===== config.mk =====
export PLATFORM = sky130hd
export DESIGN_NAME = program_load_debug_ctrl
export DESIGN_NICKNAME = d
export VERILOG_FILES = /design/src/rtl/program_load_debug_ctrl_pkg.sv /design/src/rtl/program_load_debug_ctrl_word_assembler.sv /design/src/rtl/program_load_debug_ctrl.sv
export SDC_FILE = /design/constraint.sdc
export NUM_CORES = 1
export LEC_CHECK = 0
export ABC_CLOCK_PERIOD_IN_PS = 6390
export CAP_MARGIN = 20
export CORE_MARGIN = 5
export CORE_UTILIZATION = 55
export CTS_CLUSTER_DIAMETER = 150
export CTS_CLUSTER_SIZE = 14
export DETAILED_ROUTE_END_ITERATION = 8
export PLACE_DENSITY = 0.85
export SYNTH_ARGS = -nofsm -noshare
export SYNTH_HDL_FRONTEND = slang
export SYNTH_SLANG_ARGS = --single-unit

===== constraint.sdc =====
create_clock -name clk -period 6.39 [get_ports clk]
set_clock_uncertainty 0.05 [all_clocks]
set_input_delay 0.9585 -clock clk [delete_from_list [all_inputs] [get_ports clk]]
set_output_delay 0.9585 -clock clk [all_outputs]
set_load 0.03 [all_outputs]

===== src/rtl/program_load_debug_ctrl_pkg.sv =====
// Shared definitions for the program-load / debug-execution controller:
// command byte values, FSM state encoding and the default end-of-program word.
package program_load_debug_ctrl_pkg;

  localparam logic [7:0] CMD_LOAD  = 8'h4C;  // 'L'
  localparam logic [7:0] CMD_RUN   = 8'h52;  // 'R'
  localparam logic [7:0] CMD_STEP  = 8'h53;  // 'S'
  localparam logic [7:0] CMD_NEXT  = 8'h4E;  // 'N'
  localparam logic [7:0] CMD_PAUSE = 8'h50;  // 'P'

  localparam logic [31:0] DEFAULT_END_WORD = 32'hFFFF_FFFF;

  typedef enum logic [2:0] {
    IDLE   = 3'd0,
    LOAD   = 3'd1,
    FINISH = 3'd2,
    RUN    = 3'd3,
    STEP   = 3'd4
  } state_t;

endpackage


===== src/rtl/program_load_debug_ctrl_word_assembler.sv =====
// Big-endian 4-byte word assembler.
// Ports: clk, rst (sync, active high), clr (restart at byte 0),
//        byte_valid/byte_data (incoming byte),
//        word_c (word including the byte currently presented),
//        word_valid_c (high while the 4th byte of a word is presented).
module program_load_debug_ctrl_word_assembler (
  input  logic        clk,
  input  logic        rst,
  input  logic        clr,
  input  logic        byte_valid,
  input  logic [7:0]  byte_data,
  output logic [31:0] word_c,
  output logic        word_valid_c
);

  logic [31:0] word;
  logic [1:0]  cnt;

  // Shift register and byte position counter
  always_ff @(posedge clk) begin
    if (rst || clr) begin
      word <= '0;
      cnt  <= '0;
    end else if (byte_valid) begin
      word <= word_c;
      cnt  <= cnt + 2'd1;
    end
  end

  assign word_c       = {word[23:0], byte_data};
  assign word_valid_c = byte_valid && (cnt == 2'd3);

endmodule


===== src/rtl/program_load_debug_ctrl.sv =====
// Program-download and debug-execution controller for the fetch stage.
// Assembles UART bytes into instruction words, writes them through the
// program-load port, then gates execution (run / single step) via stop_debug.
// Ports: clk, rst (sync, active high), rx_data/rx_valid (UART bytes),
//        halt_detected (pipeline retired HALT), load_program/prog_addr/
//        prog_data/prog_wr (imem write port), stop_debug, pipe_rst, done,
//        error, word_count, step_count, state (debug readout).
module program_load_debug_ctrl
  import program_load_debug_ctrl_pkg::*;
#(
  parameter int unsigned MEM_DEPTH = 256,
  parameter logic [31:0] END_WORD  = DEFAULT_END_WORD,
  parameter int unsigned ADDR_W    = 32
) (
  input  logic              clk,
  input  logic              rst,
  input  logic [7:0]        rx_data,
  input  logic              rx_valid,
  input  logic              halt_detected,
  output logic              load_program,
  output logic [ADDR_W-1:0] prog_addr,
  output logic [31:0]       prog_data,
  output logic              prog_wr,
  output logic              stop_debug,
  output logic              pipe_rst,
  output logic              done,
  output logic              error,
  output logic [ADDR_W-1:0] word_count,
  output logic [31:0]       step_count,
  output logic [2:0]        state
);

  localparam logic [ADDR_W-1:0] LAST_ADDR = ADDR_W'(MEM_DEPTH - 1);

  state_t            st, st_nxt;
  logic              loaded, loaded_nxt;
  logic              load_nxt, wr_nxt, stop_nxt, pipe_nxt, done_nxt, err_nxt;
  logic [ADDR_W-1:0] addr_nxt, wc_nxt;
  logic [31:0]       data_nxt, sc_nxt;
  logic              clr_c;
  logic [31:0]       asm_word_c;
  logic              asm_valid_c;
  logic              cmd_l, cmd_r, cmd_s, cmd_n, cmd_p;

  assign cmd_l = rx_valid && (rx_data == CMD_LOAD);
  assign cmd_r = rx_valid && (rx_data == CMD_RUN);
  assign cmd_s = rx_valid && (rx_data == CMD_STEP);
  assign cmd_n = rx_valid && (rx_data == CMD_NEXT);
  assign cmd_p = rx_valid && (rx_data == CMD_PAUSE);

  // Bytes only reach the assembler while loading
  program_load_debug_ctrl_word_assembler u_asm (
    .clk          (clk),
    .rst          (rst),
    .clr          (clr_c),
    .byte_valid   (rx_valid && (st == LOAD)),
    .byte_data    (rx_data),
    .word_c       (asm_word_c),
    .word_valid_c (asm_valid_c)
  );

  // State and registered outputs
  always_ff @(posedge clk) begin
    if (rst) begin
      st           <= IDLE;
      loaded       <= 1'b0;
      load_program <= 1'b0;
      prog_addr    <= '0;
      prog_data    <= '0;
      prog_wr      <= 1'b0;
      stop_debug   <= 1'b1;
      pipe_rst     <= 1'b0;
      done         <= 1'b0;
      error        <= 1'b0;
      word_count   <= '0;
      step_count   <= '0;
    end else begin
      st           <= st_nxt;
      loaded       <= loaded_nxt;
      load_program <= load_nxt;
      prog_addr    <= addr_nxt;
      prog_data    <= data_nxt;
      prog_wr      <= wr_nxt;
      stop_debug   <= stop_nxt;
      pipe_rst     <= pipe_nxt;
      done         <= done_nxt;
      error        <= err_nxt;
      word_count   <= wc_nxt;
      step_count   <= sc_nxt;
    end
  end

  assign state = st;

  // Next-state and next-output logic
  always_comb begin
    st_nxt     = st;
    loaded_nxt = loaded;
    load_nxt   = load_program;
    addr_nxt   = prog_addr;
    data_nxt   = prog_data;
    wr_nxt     = 1'b0;
    stop_nxt   = 1'b1;
    pipe_nxt   = 1'b0;
    done_nxt   = 1'b0;
    err_nxt    = error;
    wc_nxt     = word_count;
    sc_nxt     = step_count;
    clr_c      = 1'b0;

    case (st)
      IDLE: begin
        if (cmd_l) begin
          st_nxt     = LOAD;
          load_nxt   = 1'b1;
          addr_nxt   = '0;
          err_nxt    = 1'b0;
          wc_nxt     = '0;
          sc_nxt     = '0;
          loaded_nxt = 1'b0;
          clr_c      = 1'b1;
        end else if (cmd_r && loaded) begin
          st_nxt   = RUN;
          stop_nxt = 1'b0;
        end else if (cmd_s && loaded) begin
          st_nxt = STEP;
        end
      end

      LOAD: begin
        if (asm_valid_c) begin
          wr_nxt   = 1'b1;
          data_nxt = asm_word_c;
        end
        // Post-write bookkeeping happens at the end of the write cycle so the
        // address stays stable while prog_wr is high.
        if (prog_wr) begin
          wc_nxt = word_count + ADDR_W'(1);
          if (prog_data == END_WORD) begin
            st_nxt     = FINISH;
            load_nxt   = 1'b0;
            pipe_nxt   = 1'b1;
            loaded_nxt = 1'b1;
          end else if (prog_addr == LAST_ADDR) begin
            st_nxt     = IDLE;
            load_nxt   = 1'b0;
            err_nxt    = 1'b1;
            loaded_nxt = 1'b0;
          end else begin
            addr_nxt = prog_addr + ADDR_W'(1);
          end
        end
      end

      FINISH: st_nxt = IDLE;

      RUN: begin
        if (halt_detected) begin
          st_nxt   = IDLE;
          done_nxt = 1'b1;
        end else if (cmd_p) begin
          st_nxt = STEP;
        end else begin
          stop_nxt = 1'b0;
        end
      end

      STEP: begin
        if (halt_detected) begin
          st_nxt   = IDLE;
          done_nxt = 1'b1;
        end else if (cmd_r) begin
          st_nxt   = RUN;
          stop_nxt = 1'b0;
        end else if (cmd_n && stop_debug) begin
          // stop_debug low means a step pulse is in flight; 'N' then ignored
          stop_nxt = 1'b0;
          sc_nxt   = step_count + 32'd1;
        end
      end

      default: st_nxt = IDLE;
    endcase
  end

endmodule


==> flow_summary_export.csv <==
group,metric,value,unit
status,status,"completed",
worst_setup_path,r2r-start,"state[0]$_SDFFE_PP0P_",
timing,worst_pin_slew,1.061,ns
global_route,grt_max_degree,81,
global_route,grt_pass1_vias,6204,
timing,final.min_clock_period,4.032,ns
global_route,overflow,0,
worst_setup_path,cp_max_fo,12,
cells_and_area,syn2layout_area_growth,30.54,%
synthesis,syn_avg_cell_area,8.039,um^2
timing,max_freq,248.0,MHz
power_and_ir_drop,peakVddDrop,0.0002292,V
placed_design,hpwl,12.52,mm
die,ios,149,
power_and_ir_drop,power.density,245.1,nW/um^2
die,initial_utilization,56.58,%
drt,firstDrtPassIters,5,
drt,routed_wl,18.63,mm
synthesis,yosysMostFrequentCell,"dfxtp_1",
worst_setup_path,cp.arrival,4.33,ns
worst_setup_path,crit_path_frequent_cell,"or3_1",
worst_setup_path,end_kind,"flip-flop",
timing,finalSetupViolations,0,
worst_setup_path,r2r_slack,3.14,ns
worst_setup_path,critPathLaunchType,"input port",
drt,wl_met2,8.724,mm
global_route,track_usage,23.11,%
synthesis,yosys_warnings,0,
timing,hold_viol,0,
worst_setup_path,critical_path_buf_inv_count,1,
drt,final_antenna_net_count,0,
worst_hold_path,min_from,"u_asm.word[23]$_SDFFE_PP0P_",
timing,fin_tns_setup,0,ns
drt,wl_met1,8.320,mm
power_and_ir_drop,p_leak,0.002974,uW
power_and_ir_drop,p_clk_share,46.6,%
drt,num_vias,6923,
timing,holdWs,0.4050,ns
synthesis,synth_flop_cell,"dfxtp_1",
placed_design,dp.cells,1173,
power_and_ir_drop,power_frac_comb,7.6,%
clock_network,insertion_delay,0.42,ns
clock_network,max-clock-path-buffers,2,
drt,drc,0,
clock_network,tritoncts,"done",
clock_network,cts_sinks,164,
synthesis,synth_edf_count,0,
clock_network,htree_num_levels,4,
synthesis,ys_top_cells_by_area,"dfxtp_1 45%, nand2_1 7.8%, a21oi_1 7.1%",
synthesis,synth_top_area_share,45.43,%
cells_and_area,antenna_cells,0,
cells_and_area,final_cells,1207,
power_and_ir_drop,seqPwrFrac,45.8,%
synthesis,ys_types,50,
global_route,antenna_found_initial,0,
clock_network,cts_resized,0,
worst_setup_path,r2r_end,"prog_addr[31]$_SDFFE_PP0P_",
die,dieHeight,124.6,um
power_and_ir_drop,switching_power,542.6,uW
timing,slew_headroom,29.13,%
worst_setup_path,cp.required,6.68,ns
global_route,grt_pass1_wl,30.43,mm
synthesis,synth-seq-cells,164,
clock_network,cts_inserted_buffers,17,
worst_hold_path,whs_path_depth,2,
worst_hold_path,whs_endpoint,"prog_data[31]$_SDFFE_PP0P_",
synthesis,yosys-top-cells-count,"164 x dfxtp_1, 151 x nand2_1, 103 x a21oi_1",
clock_network,cts-root-buf,"clkbuf_16",
cells_and_area,drive_gt1_share,4.831,%
synthesis,synth.cell_area,7227,um^2
die,dieWidth,124.6,um
drt,drt-initial-drc-count,692,
synthesis,yosysTopAreaCell,"dfxtp_1",
clock_network,cts_setup_buffers,0,
clock_network,path_clk_slew,0.06,ns
synthesis,synth_fp_nets,915,
die,dieArea,15530,um^2
worst_setup_path,cpMaxStageDelayCell,"nor4_4",
timing,min_period_over_period,63.09,%
power_and_ir_drop,intPower,1769,uW
die,rows,41,
worst_hold_path,hp-class,"flip-flop to flip-flop",
power_and_ir_drop,totalPowerFinal,2312,uW
drt,wl_per_cell,15.43,um
worst_setup_path,slowest_delay,0.76,ns
worst_setup_path,r2r_cells,6,
clock_network,cts-hold-fix-buffers,0,
synthesis,async_flop_share,0,%
worst_setup_path,path_class,"input port to flip-flop",
timing,rsz0062_at_grt,"false",
worst_setup_path,crit_chain,"clkdlybuf4s50_1 > nand4bb_1 > nor4_4 > o2111ai_1 > or3_1 > or3_1 > a21oi_1",
job,maxCapViolCount,0,
placed_design,gp_congestion,0.8066,
power_and_ir_drop,switching_share,23.47,%
drt,wl_met3,1.429,mm
drt,vias_per_cell,5.736,
cells_and_area,layout.nets,1038,
synthesis,yosysSeqAreaShare,45.43,%
placed_design,io_buffers,148,
die,core-area,12770,um^2
drt,top_layer,"met4",
synthesis,netlist_instances,899,
worst_setup_path,critPathTopFamily,"simple AND/OR/NAND/NOR gates",
timing,slew_viol_final,0,
-- metal layers --
metal	vias to the layer above	GRT usage (%)
met1	3254	31.52
met5	-	0
met4	0	5.287
li1	3390	-
met3	14	6.775
met2	265	36.32
-- worst min-delay path: stages, from the launching register on --
cell	delay (ns)
dfxtp_1	0.31
nand2_1	0.05
a21oi_1	0.05
-- sequential cells by signal (all words and copies together) (netlist names) --
name	cells
done	1
error	1
load_program	1
loaded	1
pipe_rst	1
prog_addr	32
prog_data	32
prog_wr	1
state	3
step_count	32
stop_debug	1
u_asm.cnt	2
u_asm.word	24
word_count	32
-- kinds of logic (layout without fill, tap and decap cells) --
family                   count (synthesis)  in the layout  synth area share, %
AO/OA/AOI/OAI                          162            162                12.53
XOR/XNOR                                55             55                6.665
adder cells (fa/ha/maj)                  4              4               0.6925
buffers and inverters                   65            201                3.670
flip-flops                             164            164                45.43
multiplexers                             3              3               0.4328
AND/OR/NAND/NOR                        446            446                30.57
-- power groups by stage --
stage / logic (uW) / clock network, uW / registers (uW)
after floorplan: 123 / 0 / 1080
after global placement: 169 / 0 / 1080
after detailed placement: 171 / 0 / 1080
after CTS: 173 / 1090 / 1060
after global routing: 191 / 1140 / 1060
final: 175 / 1080 / 1060
-- worst max path at each step --
stage / startpoint / endpoint / slack (ns) / cells after the start
after floorplan: rx_data[7] / word_count[23]$_SDFFE_PP0P_ / 3.33 / 8
after global placement: rx_data[7] / word_count[30]$_SDFFE_PP0P_ / 2.06 / 7
after detailed placement: rx_data[7] / word_count[30]$_SDFFE_PP0P_ / 1.99 / 7
after CTS: rx_data[7] / word_count[30]$_SDFFE_PP0P_ / 2.42 / 7
after global routing: rx_valid / word_count[22]$_SDFFE_PP0P_ / 2.18 / 7
final: rx_data[7] / word_count[30]$_SDFFE_PP0P_ / 2.36 / 7
-- per-stage QoR --
stage	setup WS [ns]	instance area [um^2]	utilization [%]
after floorplan	3.335	7227	-
after global placement	2.059	8753	68.53
after CTS	2.420	9379	73.43
after global routing	2.181	9434	73.86
after detailed placement	1.986	8753	68.53
final	2.358	9434	73.86
-- area by class of cell --
type                            count  area, um^2
Inverter                           16       60.06
Timing Repair Buffer              153        1554
Fill cell                         925        3339
Sequential cell                   164        3283
Clock buffer                       20       446.7
Tap cell                          172       215.2
Clock inverter                     12       178.9
Multi-Input combinational cell    670        3696
-- placed cells by master, fill, tap and decap left out, drive strengths merged, types with 3 or more instances in the layout --
cell type / n
a21oi: 103
and2: 6
and3: 16
and4: 11
buf: 6
bufinv: 4
clkbuf: 20
clkdlybuf4s50: 147
clkinv: 4
clkinvlp: 3
dfxtp: 164
ha: 4
inv: 17
nand2: 151
nand3: 33
nand3b: 4
nand4: 36
nor2: 87
nor2b: 3
nor3: 25
nor3b: 5
nor4: 16
o2111ai: 3
o21ai: 36
or2: 4
or3: 41
xnor2: 33
xor2: 22
(Power assumes the default switching activity.)
